**config.mk**
```make
export PLATFORM = sky130hd
export DESIGN_NAME = axi_console_eoc
export DESIGN_NICKNAME = d
export VERILOG_FILES = /design/src/rtl/axi_console_eoc.sv
export SDC_FILE = /design/constraint.sdc
export NUM_CORES = 2
export LEC_CHECK = 0
export BUFFER_PORTS_ARGS = -buffer_cell sky130_fd_sc_hd__buf_4
export CAP_MARGIN = 10
export CORE_MARGIN = 2
export CORE_UTILIZATION = 50
export CTS_CLUSTER_DIAMETER = 150
export CTS_CLUSTER_SIZE = 16
export DETAILED_ROUTE_END_ITERATION = 16
export PLACE_DENSITY = 0.69
export SLEW_MARGIN = 5
export SYNTH_ARGS = -nofsm -noshare
export SYNTH_HDL_FRONTEND = slang
export SYNTH_SLANG_ARGS = --single-unit
```
**constraint.sdc**
```tcl
create_clock -name clk_i -period 34.3 [get_ports clk_i]
set_input_delay 3.43 -clock clk_i [delete_from_list [all_inputs] [get_ports clk_i]]
set_output_delay 3.43 -clock clk_i [all_outputs]
set_load 0.02 [all_outputs]
```
**src/rtl/axi_console_eoc.sv**
```systemverilog
`default_nettype none
// +----------------------------------------------------------------------------+
// | Module  : axi_console_eoc                                                  |
// | Brief   : AXI4 slave with line-buffered multi-channel console capture and  |
// |           a sticky end-of-computation / return-value register.             |
// | Revision: 1.0 - initial release                                            |
// +----------------------------------------------------------------------------+
module axi_console_eoc #(
    parameter int NUM_CHANNELS = 4,
    parameter int LINE_DEPTH   = 64,
    parameter int ADDR_WIDTH   = 32,
    parameter int DATA_WIDTH   = 32,
    parameter int ID_WIDTH     = 6,
    localparam int c_ch_w      = (NUM_CHANNELS > 1) ? $clog2(NUM_CHANNELS) : 1
) (
    input  logic                    clk_i,
    input  logic                    rst_i,
    input  logic                    aw_valid_i,
    output logic                    aw_ready_o,
    input  logic [ADDR_WIDTH-1:0]   aw_addr_i,
    input  logic [ID_WIDTH-1:0]     aw_id_i,
    input  logic                    w_valid_i,
    output logic                    w_ready_o,
    input  logic [DATA_WIDTH-1:0]   w_data_i,
    input  logic [DATA_WIDTH/8-1:0] w_strb_i,
    output logic                    b_valid_o,
    input  logic                    b_ready_i,
    output logic [ID_WIDTH-1:0]     b_id_o,
    output logic [1:0]              b_resp_o,
    input  logic                    ar_valid_i,
    output logic                    ar_ready_o,
    input  logic [ADDR_WIDTH-1:0]   ar_addr_i,
    input  logic [ID_WIDTH-1:0]     ar_id_i,
    output logic                    r_valid_o,
    input  logic                    r_ready_i,
    output logic [DATA_WIDTH-1:0]   r_data_o,
    output logic [ID_WIDTH-1:0]     r_id_o,
    output logic [1:0]              r_resp_o,
    output logic                    cons_valid_o,
    input  logic                    cons_ready_i,
    output logic [c_ch_w-1:0]       cons_ch_o,
    output logic [7:0]              cons_char_o,
    output logic                    cons_last_o,
    output logic                    eoc_o,
    output logic [DATA_WIDTH-1:0]   retval_o
);

    localparam int c_strb_w = DATA_WIDTH / 8;
    localparam int c_idx_w  = $clog2(LINE_DEPTH);
    localparam int c_cnt_w  = c_idx_w + 1;

    localparam logic [1:0]  c_w_idle      = 2'd0;
    localparam logic [1:0]  c_w_data      = 2'd1;
    localparam logic [1:0]  c_w_resp      = 2'd2;
    localparam logic [0:0]  c_r_idle      = 1'b0;
    localparam logic [0:0]  c_r_resp      = 1'b1;
    localparam logic [1:0]  c_kind_con    = 2'd0;
    localparam logic [1:0]  c_kind_eoc    = 2'd1;
    localparam logic [1:0]  c_kind_err    = 2'd2;
    localparam logic [1:0]  c_resp_okay   = 2'b00;
    localparam logic [1:0]  c_resp_slverr = 2'b10;
    localparam logic [15:0] c_off_eoc     = 16'h1000;
    localparam logic [15:0] c_off_status  = 16'h1004;
    localparam logic [7:0]  c_newline     = 8'h0A;

    // Write channel state
    logic [1:0]            r_wstate;
    logic [1:0]            r_w_kind;
    logic [c_ch_w-1:0]     r_w_ch;
    logic [ID_WIDTH-1:0]   r_b_id;
    logic [1:0]            r_b_resp;
    logic                  r_eoc;
    logic [DATA_WIDTH-1:0] r_retval;

    // Read channel state
    logic [0:0]            r_rstate;
    logic [ID_WIDTH-1:0]   r_r_id;
    logic [DATA_WIDTH-1:0] r_r_data;
    logic [1:0]            r_r_resp;

    // Line buffers and flush engine
    logic [7:0]              r_mem     [NUM_CHANNELS][LINE_DEPTH];
    logic [c_cnt_w-1:0]      r_count   [NUM_CHANNELS];
    logic [NUM_CHANNELS-1:0] r_pending;
    logic                    r_flushing;
    logic [c_ch_w-1:0]       r_grant;
    logic [c_idx_w-1:0]      r_idx;
    logic [c_ch_w-1:0]       r_rr_ptr;

    logic [15:0]             w_aw_off;
    logic [15:0]             w_ar_off;
    logic                    w_aw_is_con;
    logic                    w_ar_is_con;
    logic                    w_w_ready;
    logic                    w_w_hs;
    logic                    w_push;
    logic                    w_fill;
    logic [7:0]              w_byte;
    logic [c_ch_w-1:0]       w_arb_ch;
    logic [c_ch_w-1:0]       w_grant_next;
    logic                    w_cons_last;
    logic [NUM_CHANNELS-1:0] w_status;
    logic                    w_unused;

    assign w_aw_off    = aw_addr_i[15:0];
    assign w_ar_off    = ar_addr_i[15:0];
    assign w_aw_is_con = (w_aw_off[15:2] < 14'(NUM_CHANNELS)) && (w_aw_off[1:0] == 2'b00);
    assign w_ar_is_con = (w_ar_off[15:2] < 14'(NUM_CHANNELS)) && (w_ar_off[1:0] == 2'b00);
    assign w_unused    = ^{aw_addr_i[ADDR_WIDTH-1:16], ar_addr_i[ADDR_WIDTH-1:16]};

    // A full buffer is always pending, so one flag covers both stall causes.
    assign w_w_ready = (r_wstate == c_w_data) &&
                       !((r_w_kind == c_kind_con) && r_pending[r_w_ch]);
    assign w_w_hs    = w_w_ready && w_valid_i;
    assign w_push    = w_w_hs && (r_w_kind == c_kind_con) && (|w_strb_i);
    assign w_fill    = (r_count[r_w_ch] == c_cnt_w'(LINE_DEPTH - 1));

    always_comb begin
        w_byte = '0;
        for (int i = c_strb_w - 1; i >= 0; i--) begin
            if (w_strb_i[i]) w_byte = w_data_i[8*i +: 8];
        end
    end

    // Descending scan so the channel closest after the pointer wins.
    always_comb begin
        w_arb_ch = '0;
        for (int i = NUM_CHANNELS - 1; i >= 0; i--) begin
            if (r_pending[(int'(r_rr_ptr) + i) % NUM_CHANNELS])
                w_arb_ch = c_ch_w'((int'(r_rr_ptr) + i) % NUM_CHANNELS);
        end
    end

    always_comb begin
        for (int c = 0; c < NUM_CHANNELS; c++)
            w_status[c] = r_pending[c] || (r_count[c] != '0);
    end

    assign w_grant_next = c_ch_w'((int'(r_grant) + 1) % NUM_CHANNELS);
    assign w_cons_last  = ((c_cnt_w'(r_idx) + c_cnt_w'(1)) == r_count[r_grant]);

    always_ff @(posedge clk_i) begin
        if (rst_i) begin
            r_wstate <= c_w_idle;
            r_w_kind <= c_kind_err;
            r_w_ch   <= '0;
            r_b_id   <= '0;
            r_b_resp <= c_resp_okay;
            r_eoc    <= 1'b0;
            r_retval <= '0;
        end else begin
            case (r_wstate)
                c_w_idle: begin
                    if (aw_valid_i) begin
                        r_b_id <= aw_id_i;
                        r_w_ch <= w_aw_off[2 +: c_ch_w];
                        if (w_aw_is_con)                r_w_kind <= c_kind_con;
                        else if (w_aw_off == c_off_eoc) r_w_kind <= c_kind_eoc;
                        else                            r_w_kind <= c_kind_err;
                        r_wstate <= c_w_data;
                    end
                end
                c_w_data: begin
                    if (w_w_hs) begin
                        r_b_resp <= (r_w_kind == c_kind_err) ? c_resp_slverr : c_resp_okay;
                        if ((r_w_kind == c_kind_eoc) && !r_eoc) begin
                            r_eoc    <= 1'b1;
                            r_retval <= w_data_i;
                        end
                        r_wstate <= c_w_resp;
                    end
                end
                c_w_resp: begin
                    if (b_ready_i) r_wstate <= c_w_idle;
                end
                default: r_wstate <= c_w_idle;
            endcase
        end
    end

    always_ff @(posedge clk_i) begin
        if (rst_i) begin
            r_rstate <= c_r_idle;
            r_r_id   <= '0;
            r_r_data <= '0;
            r_r_resp <= c_resp_okay;
        end else if (r_rstate == c_r_idle) begin
            if (ar_valid_i) begin
                r_r_id   <= ar_id_i;
                r_rstate <= c_r_resp;
                if (w_ar_off == c_off_status) begin
                    r_r_data <= DATA_WIDTH'(w_status);
                    r_r_resp <= c_resp_okay;
                end else begin
                    r_r_data <= '0;
                    r_r_resp <= (w_ar_is_con || (w_ar_off == c_off_eoc)) ? c_resp_okay
                                                                         : c_resp_slverr;
                end
            end
        end else if (r_ready_i) begin
            r_rstate <= c_r_idle;
        end
    end

    always_ff @(posedge clk_i) begin
        if (w_push) r_mem[r_w_ch][r_count[r_w_ch][c_idx_w-1:0]] <= w_byte;
    end

    // A push never targets the channel being cleared: it is pending and stalls.
    always_ff @(posedge clk_i) begin
        if (rst_i) begin
            for (int c = 0; c < NUM_CHANNELS; c++) r_count[c] <= '0;
            r_pending  <= '0;
            r_flushing <= 1'b0;
            r_grant    <= '0;
            r_idx      <= '0;
            r_rr_ptr   <= '0;
        end else begin
            if (w_push) begin
                r_count[r_w_ch] <= r_count[r_w_ch] + c_cnt_w'(1);
                if ((w_byte == c_newline) || w_fill) r_pending[r_w_ch] <= 1'b1;
            end
            if (!r_flushing) begin
                if (|r_pending) begin
                    r_flushing <= 1'b1;
                    r_grant    <= w_arb_ch;
                    r_idx      <= '0;
                end
            end else if (cons_ready_i) begin
                if (w_cons_last) begin
                    r_count[r_grant]   <= '0;
                    r_pending[r_grant] <= 1'b0;
                    r_flushing         <= 1'b0;
                    r_rr_ptr           <= w_grant_next;
                end else begin
                    r_idx <= r_idx + c_idx_w'(1);
                end
            end
        end
    end

    assign aw_ready_o   = (r_wstate == c_w_idle);
    assign w_ready_o    = w_w_ready;
    assign b_valid_o    = (r_wstate == c_w_resp);
    assign b_id_o       = r_b_id;
    assign b_resp_o     = r_b_resp;
    assign ar_ready_o   = (r_rstate == c_r_idle);
    assign r_valid_o    = (r_rstate == c_r_resp);
    assign r_data_o     = r_r_data;
    assign r_id_o       = r_r_id;
    assign r_resp_o     = r_r_resp;
    assign cons_valid_o = r_flushing;
    assign cons_ch_o    = r_grant;
    assign cons_char_o  = r_mem[r_grant][r_idx];
    assign cons_last_o  = w_cons_last;
    assign eoc_o        = r_eoc;
    assign retval_o     = r_retval;

endmodule
`default_nettype wire

```
# [After elaboration in Yosys (flattened, before gate mapping)]
# Memory sizes are Yosys's and may differ from the RTL's. A register that Yosys moved wholly into a read port is not among the register bits.
# Cells that the tools add are included.
[op_classes] bitwise=10 addsub=7 order_cmp=13 n_reduce_logical=43 n_eq_ne=15 n_mux=80
[ops] operator="$mux 512" count=1
[ops] operator="$mux 8" count=7
[ops] operator="$bmux 8 s6" count=1
[ops] operator="$demux 8 s6" count=1
[ops] operator="$eq 16x13->1 const B" count=3
[ops] operator="$mux 2" count=20
[ops] operator="$mux 1" count=29
[ops] operator="$lt 14x3->1 const B" count=2
[ops] operator="$mux 4" count=7
[ops] operator="$reduce_bool 7->1" count=4
[ops] operator="$mux 6" count=4
[ops] operator="$ge 7x7->1 const B" count=2
[ops] operator="$mux 7" count=2
[ops] operator="$not 6->7" count=2
[ops] operator="$reduce_or 7->1" count=2
[ops] operator="$lt 3x4->1 const B" count=3
[ops] operator="$reduce_and 3->1" count=4
[ops] operator="$logic_and 1x1->1" count=11
[ops] operator="$bmux 1 s2" count=5
[ops] operator="$lt 2x3->1 const B" count=3
[ops] operator="$eq 8x4->1 const B" count=1
[ops] operator="$logic_not 2->1" count=4
[ops] operator="$ne 2x2->1 const B" count=4
[ops] operator="$reduce_and 2->1" count=4
[ops] operator="24 further kinds" count=42
[totals] output_inout_bits=98 ramBits=2076 n_memories=2 wordCells=186 regBits=103
[mem_list] name="r_mem" words=4 word_bits=512 rd=1 rd_clocked_by_memory_dff=1 wr=1 line="82" source="logic [7:0] r_mem [NUM_CHANNELS][LINE_DEPTH];"
[mem_list] name="r_count" words=4 word_bits=7 rd=6 rd_clocked_by_memory_dff=2 wr=4 line="83" source="logic [c_cnt_w-1:0] r_count [NUM_CHANNELS];"

# [Depth between registers and ports, before layout]
[logic_depth] word_depth=14 depth_mapped=13

# [Worst setup path after synthesis]
# OpenSTA, ideal clock, no wires.
[synth_path] path_type="input to register" startpoint="input port w_strb_i[3]" endpoint="memory r_mem[0][105] in the netlist's numbering (data pin)" arrival_time_ns=13.927 path_buffers=1 setup_slack_ns=18.177 cell_stages=5 t_required_ns=32.103 cell_sequence="clkbuf_1 -> nand3b_1 -> a21oi_1 -> a21oi_1 -> o21ai_0"
[synth_between] elab_chain_cells=4
[synth_lines] item="from (decl)" line="25" source="input logic [DATA_WIDTH/8-1:0] w_strb_i,"
[synth_lines] item="$mux 8 (4 in series)" line="121" source="if (w_strb_i[i]) w_byte = w_data_i[8*i +: 8];"
[synth_lines] item="named net w_byte[1]" line="98" source="logic [7:0] w_byte;"
[synth_lines] item="to (decl)" line="82"
# The timed path passes the listed nets, and every way through them passes these cells.

==> reports/metrics.csv <==
metric;value;unit
postSynthAreaPerCell;19.3;sq um
drv_cap;0;
ys.flop_type;edfxtp_1;
vias_per_cell;6.49;
clk_path_buf_depth;3;
ys_warn_count;0;
max_freq;0.0986;GHz
synth_top_area_share;72.5;%
first_iter_violations;5688;
max-vdd-ir-drop;0.0478;mV
die_w;416;um
synth_seq_cells;2153;
pwr_density_cell;50.8;nW/um^2
crit_path_end_kind;primary output;
start_util;50.2;%
worstPathRequired;30870;ps
setup_tns;0;ps
n_fill_cell;12900;
synth.area.top_cells;edfxtp_1 72%, mux4_2 13%, dfxtp_1 2.5%;
nNetsFinal;4658;
grt_usage;24.9;%
routed-via-count;44000;
post-route-util;54.6;%
seqPwrFrac;62.2;%
wl;216000;um
hold_violations;0;
ff_latch_area;63600;sq um
grt_setup_unrepaired;false;
path_cells;buf_4 -> buf_4 -> buf_4 -> mux4_2 -> a22o_1 -> a221oi_1 -> o22ai_1 -> nor3_1 -> o32ai_1 -> buf_4;
grt_max_degree;209;
period_needed;10150;ps
port_buffers;155;
grt_pass1_vias;42700;
p_sw;938;uW
synthesis.area;84900;sq um
final_max_slew_viol_count;0;
setup_viol;0;
antenna_found_initial;5;
async_flop_share;0;%
cts.repair.resized;0;
drcViolationCount;0;
clock-root-buffer;clkbuf_16;
slew_headroom;18.5;%
multi_input_area;19700;sq um
timing_worst_setup_path_type;reg2out;
swShare;20.0;%
grt_pass1_wl;308000;um
clkLatencyLatePin;810;ps
hold_path.class;reg2reg;
cts_tree;done;
drtPass1Iterations;6;
cp.arrival;6720;ps
dp.final_hpwl;133000;um
comb_power_share;2.5;%
p_int;3750;uW
cts_buffers;152;
drive_gt1_share;20.8;%
worstPathMaxFanout;38;
die_h;416;um
gp_congestion;0.848;
crit_slowest_cell;dfxtp_4;
crit_top_cell;buf_4;
postCtsHoldBufs;0;
p_clk_share;35.3;%
fin_skew;28.7;ps
io_pins;218;
area_delta_synth_final;8.63;%
power.leakage;0.0270;uW
drtAntennaViolNets;0;
yosysTopAreaCell;edfxtp_1;
avgRoutedWirePerCell;31.9;um
clock-sinks;2153;
synthCells;4386;
fin_crit_sh;29.6;%
worstMarginPinSlew;1220;ps
cpPeakStageDelay;830;ps
postCtsSetupBuffers;0;
synth_cell_types;82;
core;169000;sq um
overflow;0;
row_count;151;
h-tree-depth;4;
status;complete, no violations;
die-area;173000;sq um
synth_edf_count;2048;
critPathLaunchType;register;
path_clk_slew;70;ps
synth_seq_area_share;74.9;%
-- critical path, delay by kind of cell, from the launching register on --
family	cells	cell delay [ps]
AOI/OAI and AO/OA	4	1470
and+or+nand+nor	1	700
buffers and inverters	4	2210
DFF	1	830
muxes	1	610
-- kinds of logic after synthesis --
group	after synthesis	share of synthesized area, %
DFF	2153	74.9
buffers and inverters	302	2.08
xor gates and xnor gates	13	0.150
adders and majority gates	6	0.0885
muxes	666	14.9
AOI/OAI and AO/OA	473	3.81
other	1	0.00442
and+or+nand+nor	772	4.00
-- final timing paths --
| path | from | end | slack (ps) | cells after the start |
|---|---|---|---|---|
| worst max register to register | r_w_ch[0]$_SDFFE_PP0P_ | r_mem[3][2]$_DFFE_PP_ | 29440 | 6 |
| worst max-delay path | register | cons_char_o[1] | 24150 | 10 |
| worst min register to register | retval_o[29]$_SDFFE_PP0P_ | retval_o[29]$_SDFFE_PP0P_ | 460 | 2 |
| worst min-delay path | retval_o[29]$_SDFFE_PP0P_ | retval_o[29]$_SDFFE_PP0P_ | 460 | 2 |
-- stage by stage --
step | total power (uW) | worst slack [ps] | hold slack, ps | instances | area, sq um
floorplan | 3060 | 18180 | 429 | 4415 | 85000
global placement | 3080 | 24800 | 445 | 6596 | 88100
detailed placement | 3090 | 24810 | 447 | 6596 | 88100
CTS | 4700 | 23930 | 457 | 6777 | 92200
global route | 4800 | 23810 | 472 | 6777 | 92200
finish | 4680 | 24150 | 457 | 6783 | 92200
-- placed cells by master (no fill, tap or decap), types with 19 or more instances in the layout --
master,count
a211oi_1,26
a21oi_1,155
a221oi_1,39
a22oi_1,89
buf_4,241
clkbuf_1,21
clkbuf_16,157
conb_1,30
dfxtp_1,98
edfxtp_1,2048
mux2i_1,179
mux4_2,478
nand2_1,230
nand3_1,39
nor2_1,324
nor3_1,48
nor4_1,19
o21ai_0,34
-- synth_stat cells, drive strengths merged, types with 5 or more instances --
master / n
nand2: 239
edfxtp: 2048
xnor2: 10
nor2: 329
a32oi: 5
nor3: 48
nand2b: 17
clkbuf: 91
a21o: 5
buf: 193
and3: 5
nand3: 40
o211ai: 15
o21ai: 35
a31oi: 14
nor4: 20
nor2b: 23
nand4: 9
a221oi: 39
and2: 14
o221ai: 17
a22o: 11
dfxtp: 105
nor3b: 5
mux4: 478
or2: 5
inv: 17
o22ai: 14
mux2: 9
a211oi: 26
mux2i: 179
o2111ai: 7
a22oi: 89
nand3b: 8
a2111oi: 5
ha: 6
a21oi: 156
a221o: 7
-- registers in the layout (all words and copies together) (netlist names), named ones only --
register      cells
r_data_o          4
eoc_o             1
r_id_o            6
r_pending         4
b_resp_o          1
r_w_ch            2
r_resp_o          1
retval_o         32
cons_valid_o      1
r_count          28
r_idx             6
r_w_kind          2
r_wstate          2
r_valid_o         1
r_rr_ptr          2
b_id_o            6
cons_ch_o         2
r_mem          2048
-- power by group through the flow --
stage                     combinational [uW]  clock (uW)  sequential [uW]
after detailed placement                 116           0             2970
after CTS                                116        1670             2910
after global placement                   110           0             2970
after global routing                     124        1760             2910
final                                    116        1650             2910
after floorplan                         52.1           0             3000
-- final cells by class --
cell class	count	area share, %
diodes	6	0.0163
clock buffers	178	4.35
clock inverters	3	0.0285
inverters	18	0.0814
multi-input cells	1960	21.4
flip-flops and latches	2153	69.0
well taps	2218	3.01
repair buffers	247	2.09
-- layer usage --
| layer | up-vias | GRT usage [%] | routed length, um |
|---|---|---|---|
| li1 | 18000 | - | - |
| met1 | 23200 | 35.8 | 85400 |
| met2 | 2411 | 38.5 | 103000 |
| met3 | 387 | 4.34 | 20500 |
| met4 | 6 | 9.10 | 7930 |
| met5 | - | 0 | 40 |
Note: power is estimated with default switching activity, not from simulation.
